===== config.mk =====
export PLATFORM = sky130hd
export DESIGN_NAME = led_pwm_fader
export DESIGN_NICKNAME = d
export VERILOG_FILES = /design/src/rtl/led_pwm_fader.sv
export SDC_FILE = /design/constraint.sdc
export NUM_CORES = 1
export LEC_CHECK = 0
export ABC_AREA = 1
export CAP_MARGIN = 20
export CORE_MARGIN = 2
export CORE_UTILIZATION = 64
export CTS_CLUSTER_SIZE = 25
export DETAILED_ROUTE_END_ITERATION = 10
export HOLD_SLACK_MARGIN = 0.02
export PLACE_DENSITY = 0.85
export SLEW_MARGIN = 0
export SYNTH_ARGS = -nofsm -noshare
export SYNTH_HDL_FRONTEND = slang
export SYNTH_SLANG_ARGS = --single-unit

===== constraint.sdc =====
create_clock -name clk -period 2.17 [get_ports clk]
set_clock_uncertainty 0.2 [all_clocks]
set_input_delay 0.217 -clock clk [delete_from_list [all_inputs] [get_ports clk]]
set_output_delay 0.217 -clock clk [all_outputs]
set_load 0.05 [all_outputs]

===== src/rtl/led_pwm_fader.sv =====
// Multi-channel LED PWM fader: ramps each channel's duty toward
// full-on/full-off at a prescaled step rate and drives registered PWM.
module led_pwm_fader #(
  parameter int CHANNELS  = 4,
  parameter int PWM_WIDTH = 8,
  parameter int STEP_DIV  = 97_656,
  parameter int STEP_SIZE = 4
) (
  input  logic                clk,
  input  logic                rst_n,
  input  logic [CHANNELS-1:0] pattern_in,
  output logic [CHANNELS-1:0] led_out,
  output logic                busy
);

  localparam int PW = (STEP_DIV > 2) ? $clog2(STEP_DIV) : 1;
  localparam logic [PWM_WIDTH-1:0] FULL = '1;
  localparam logic [PW-1:0] DIV_LAST = PW'(STEP_DIV - 1);
  localparam logic [PWM_WIDTH:0] STEP_W = (PWM_WIDTH + 1)'(STEP_SIZE);

  typedef enum logic [1:0] {
    CH_OFF,
    CH_RISE,
    CH_ON,
    CH_FALL
  } ch_state_e;

  logic [PW-1:0]        r_presc;
  logic [PWM_WIDTH-1:0] r_pwm_cnt;
  logic [CHANNELS-1:0]  r_pat_q;
  logic [CHANNELS-1:0]  r_led;
  logic [PWM_WIDTH-1:0] r_duty     [CHANNELS];

  logic                 w_tick;
  logic                 w_busy;
  ch_state_e            w_state    [CHANNELS];
  logic [PWM_WIDTH-1:0] w_target   [CHANNELS];
  logic [PWM_WIDTH:0]   w_sum      [CHANNELS];
  logic [PWM_WIDTH-1:0] w_duty_nxt [CHANNELS];

  assign w_tick  = (r_presc == DIV_LAST);
  assign led_out = r_led;
  assign busy    = w_busy;

  // Channel state is purely a function of duty vs. target.
  always_comb begin
    w_busy = 1'b0;
    for (int i = 0; i < CHANNELS; i++) begin
      w_target[i]   = r_pat_q[i] ? FULL : '0;
      w_state[i]    = CH_OFF;
      w_sum[i]      = {1'b0, r_duty[i]} + STEP_W;
      w_duty_nxt[i] = r_duty[i];
      if (r_duty[i] < w_target[i])
        w_state[i] = CH_RISE;
      else if (r_duty[i] > w_target[i])
        w_state[i] = CH_FALL;
      else if (r_duty[i] == FULL)
        w_state[i] = CH_ON;
      unique case (w_state[i])
        CH_RISE: begin
          if (w_sum[i] > {1'b0, FULL})
            w_duty_nxt[i] = FULL;
          else
            w_duty_nxt[i] = w_sum[i][PWM_WIDTH-1:0];
        end
        CH_FALL: begin
          if ({1'b0, r_duty[i]} < STEP_W)
            w_duty_nxt[i] = '0;
          else
            w_duty_nxt[i] = r_duty[i] - STEP_W[PWM_WIDTH-1:0];
        end
        default: w_duty_nxt[i] = r_duty[i];
      endcase
      if (w_state[i] == CH_RISE || w_state[i] == CH_FALL)
        w_busy = 1'b1;
    end
  end

  always_ff @(posedge clk or negedge rst_n) begin
    if (!rst_n) begin
      r_presc   <= '0;
      r_pwm_cnt <= '0;
      r_pat_q   <= '0;
    end else begin
      r_presc   <= w_tick ? '0 : r_presc + PW'(1);
      r_pwm_cnt <= r_pwm_cnt + PWM_WIDTH'(1);
      r_pat_q   <= pattern_in;
    end
  end

  // Full duty forces a solid-on output instead of 255/256.
  always_ff @(posedge clk or negedge rst_n) begin
    if (!rst_n) begin
      r_led <= '0;
      for (int i = 0; i < CHANNELS; i++)
        r_duty[i] <= '0;
    end else begin
      for (int i = 0; i < CHANNELS; i++) begin
        if (w_tick)
          r_duty[i] <= w_duty_nxt[i];
        r_led[i] <= (r_duty[i] == FULL) || (r_pwm_cnt < r_duty[i]);
      end
    end
  end

endmodule


==> flow_summary.toml <==
[status]
status = "finished, violations left"
violations = "negative setup slack"

[critical_path]
r2r_cells = 13
cp.arrival_ps = 2040
end_kind = "primary output"
cp_slowest_cell = "dfrtp_2"
cpPeakStageDelay_ps = 450
path_max_fanout = 6
start_kind = "register"
r2r_end = "r_duty[10]"
rrSetupSlack_ps = -100
crit_start = "r_pat_q[2]"
crit_type = "register to primary output"
r2r_start = "r_pat_q[2]"
cp.required_ps = 1750
endpoint = "busy"
path_cells = "inv_6 -> ha_4 -> nand3_2 -> nor3_4 -> inv_2 -> a21oi_4 -> nand4_1 -> buf_6"

[layout]
fill_cells = 535
syn2layout_area_growth_pct = 19.26
register_area_sq_um = 1528
layout-drive-gt1-share_pct = 18.32
multiInputGateArea_sq_um = 3620
antenna_cells = 0
nets = 880
final_area_sq_um = 6376

[power]
pwr-share-clk_pct = 42.9
power_switching_share_pct = 23.46
power.leakage_nw = 3.166
seq_power_share_pct = 52.0
combPwrFrac_pct = 5.1
powerDensity_nw_per_um2 = 345.5
p_sw_uw = 516.9
power_mw = 2.203
internal_power_mw = 1.686
ir_drop_v = 0.0003505

[yosys]
yosysMostFrequentCell = "nand2_1"
ys_async_sr_fraction_pct = 100.0
yosys.area.top_type = "dfrtp_1"
ys_seq_area_share_pct = 28.55
yosys-top-cells-area = "dfrtp_1 29%, ha_1 16%, nand2_1 13%"
yosys-top-cells-count = "179 x nand2_1, 106 x inv_1, 70 x ha_1, 70 x nor2_1, 61 x dfrtp_1"
ys_ff_latch = 61
netlist_area_sq_um = 5346
ys.warnings.count = 0
syn-num-nets = 812
synth_edf_count = 0
synth.distinct_cells = 37
postSynthCellCount = 736
avgSynthCellArea_sq_um = 7.264
ys.flop_type = "dfrtp_1"
netlist.area_leader.share_pct = 28.55

[timing]
period_needed_ps = 2457
rsz0062_at_grt = "true"
relSlewSlack_pct = 66.99
finalCritPeriodShare_pct = 113.2
postLayoutSetupSlackWorst_ps = -286.7
tns_ps = -626.1
worst_pin_slew_ps = 493.6
fmax_mhz = 407.0
slew_viol_final = 0
hold_violations = 0
setup_violations = 7
hold_ws_ps = 113.2

[global_route]
grt_util_all_layers_pct = 30.87
grt_pass1_vias = 5102
antenna_found_initial = 0
grt.overflow.total = 0
grt_pass1_wl_mm = 22.22
grt_max_degree = 62

[floorplan]
start_util_pct = 65.40
core-area_sq_um = 8175
die_x_um = 95.40
dieArea_sq_um = 9101
rows = 33
ios = 11
die_h_um = 95.40

[drt]
vias_per_cell = 5.905
wirelength_mm = 14.30
vias = 5391
drt_iter0_markers = 391
ant_nets = 0
first_pass_iters = 5
post_drt_wl_per_cell_um = 15.67
drc = 0

[placement]
port-buffer-count = 10
place.gp.congestion = 0.9179
dpl_cell_area_sq_um = 5807
dpl.hpwl_mm = 9.410
place_ws_ps = -18.88

[clock_network]
path_clk_slew_ps = 70
cts_buffers = 9
cts_tree = "yes"
cts.sinks = 61
cts_htree_levels = 3
clock-root-buffer = "clkbuf_8"
clock_latency_ps = 340
max-clock-path-buffers = 2

[flow_run]
maxCapViolCount = 0

[worst_hold_path]
hold_class = "input pin to register"
-- layout by cell type, fill, tap and decap left out, drive strengths merged --
cell and instances:
clkbuf 14, nor4 2, buf 52, nand4 16
a21o 2, ha 70, xor2 21, o21bai 1
clkdlybuf4s50 8, dfrtp 61, or2 1, inv 110
nor3 16, nand2 187, and3 1, clkinv 1
xnor2 5, nor2 83, nand3b 5, nor3b 1
o21ai 48, a21oi 37, nand3 61, dlygate4sd3 1
o22ai 4
-- layout make-up --
cell class                      instances  share of cell area [%]
Multi-Input combinational cell        561                   56.77
Sequential cell                        61                   23.96
Timing Repair Buffer                   61                   7.751
Inverter                              110                   6.672
Clock buffer                           14                   2.708
Tap cell                              105                   2.060
Clock inverter                          1                 0.07849
-- worst min path at each step --
stage / start / to / slack, ps / cells after the start
finish: pattern_in[3] / r_pat_q[3] / 110 / 1
detailed placement: rst_n / r_presc[0] / 50 / 2
floorplan: rst_n / led_out[0] / -280 / 0
global placement: rst_n / r_pat_q[3] / 50 / 2
global route: pattern_in[3] / r_pat_q[3] / 110 / 1
CTS: pattern_in[3] / r_pat_q[3] / 120 / 1
-- power by group through the flow --
| stage | clock network, mW | registers [mW] | logic [mW] |
|---|---|---|---|
| after floorplan | 0 | 1.16 | 0.0383 |
| after global placement | 0 | 1.16 | 0.0792 |
| after detailed placement | 0 | 1.16 | 0.0848 |
| after CTS | 0.950 | 1.14 | 0.0960 |
| after global routing | 1.01 | 1.15 | 0.128 |
| final | 0.944 | 1.15 | 0.112 |
-- timing repair --
item                                    4_1_cts  5_1_grt
resized for setup                            17       31
pin swaps                                    10        8
hold endpoints to repair                     61        0
buffers inserted                             11        6
cloned                                        0        1
endpoints found under the setup margin        3       28
hold buffers                                  1        0
-- logic make-up after synthesis --
| group | Yosys count | synth area share, % |
|---|---|---|
| adders and majority gates | 70 | 16.38 |
| AOI/OAI and AO/OA | 92 | 9.478 |
| xor gates and xnor gates | 26 | 4.259 |
| DFF | 61 | 28.55 |
| and+or+nand+nor | 372 | 33.02 |
| buffers and inverters | 115 | 8.308 |
-- critical path: cells and delay by family, from the launching register on --
kind / cells / cell delay [ps]
and+or+nand+nor: 3 / 460
adders and majority gates: 1 / 290
DFF: 1 / 450
buffers and inverters: 3 / 330
AOI/OAI and AO/OA: 1 / 160
-- registers in the layout, summed over array words and instances (netlist names) --
| name | flops |
|---|---|
| r_duty | 28 |
| r_presc | 17 |
| r_pwm_cnt | 8 |
| led_out | 4 |
| r_pat_q | 4 |
-- routing by layer --
metal	GRT usage (%)	vias up	part of all wire, %
met5	0	-	0
met3	5.296	75	6.8
met1	37.30	2507	39
met2	54.05	260	49
met4	13.33	0	4.9
li1	-	2549	-
-- per-stage QoR --
stage / instances / utilization [%]
3_5_place_dp: 879 / 71.03
2_1_floorplan: 736 / -
4_1_cts: 906 / 75.50
6_report: 913 / 77.99
5_1_grt: 913 / 77.99
3_3_place_gp: 879 / 71.03
Power figures use the tool's default switching activity.
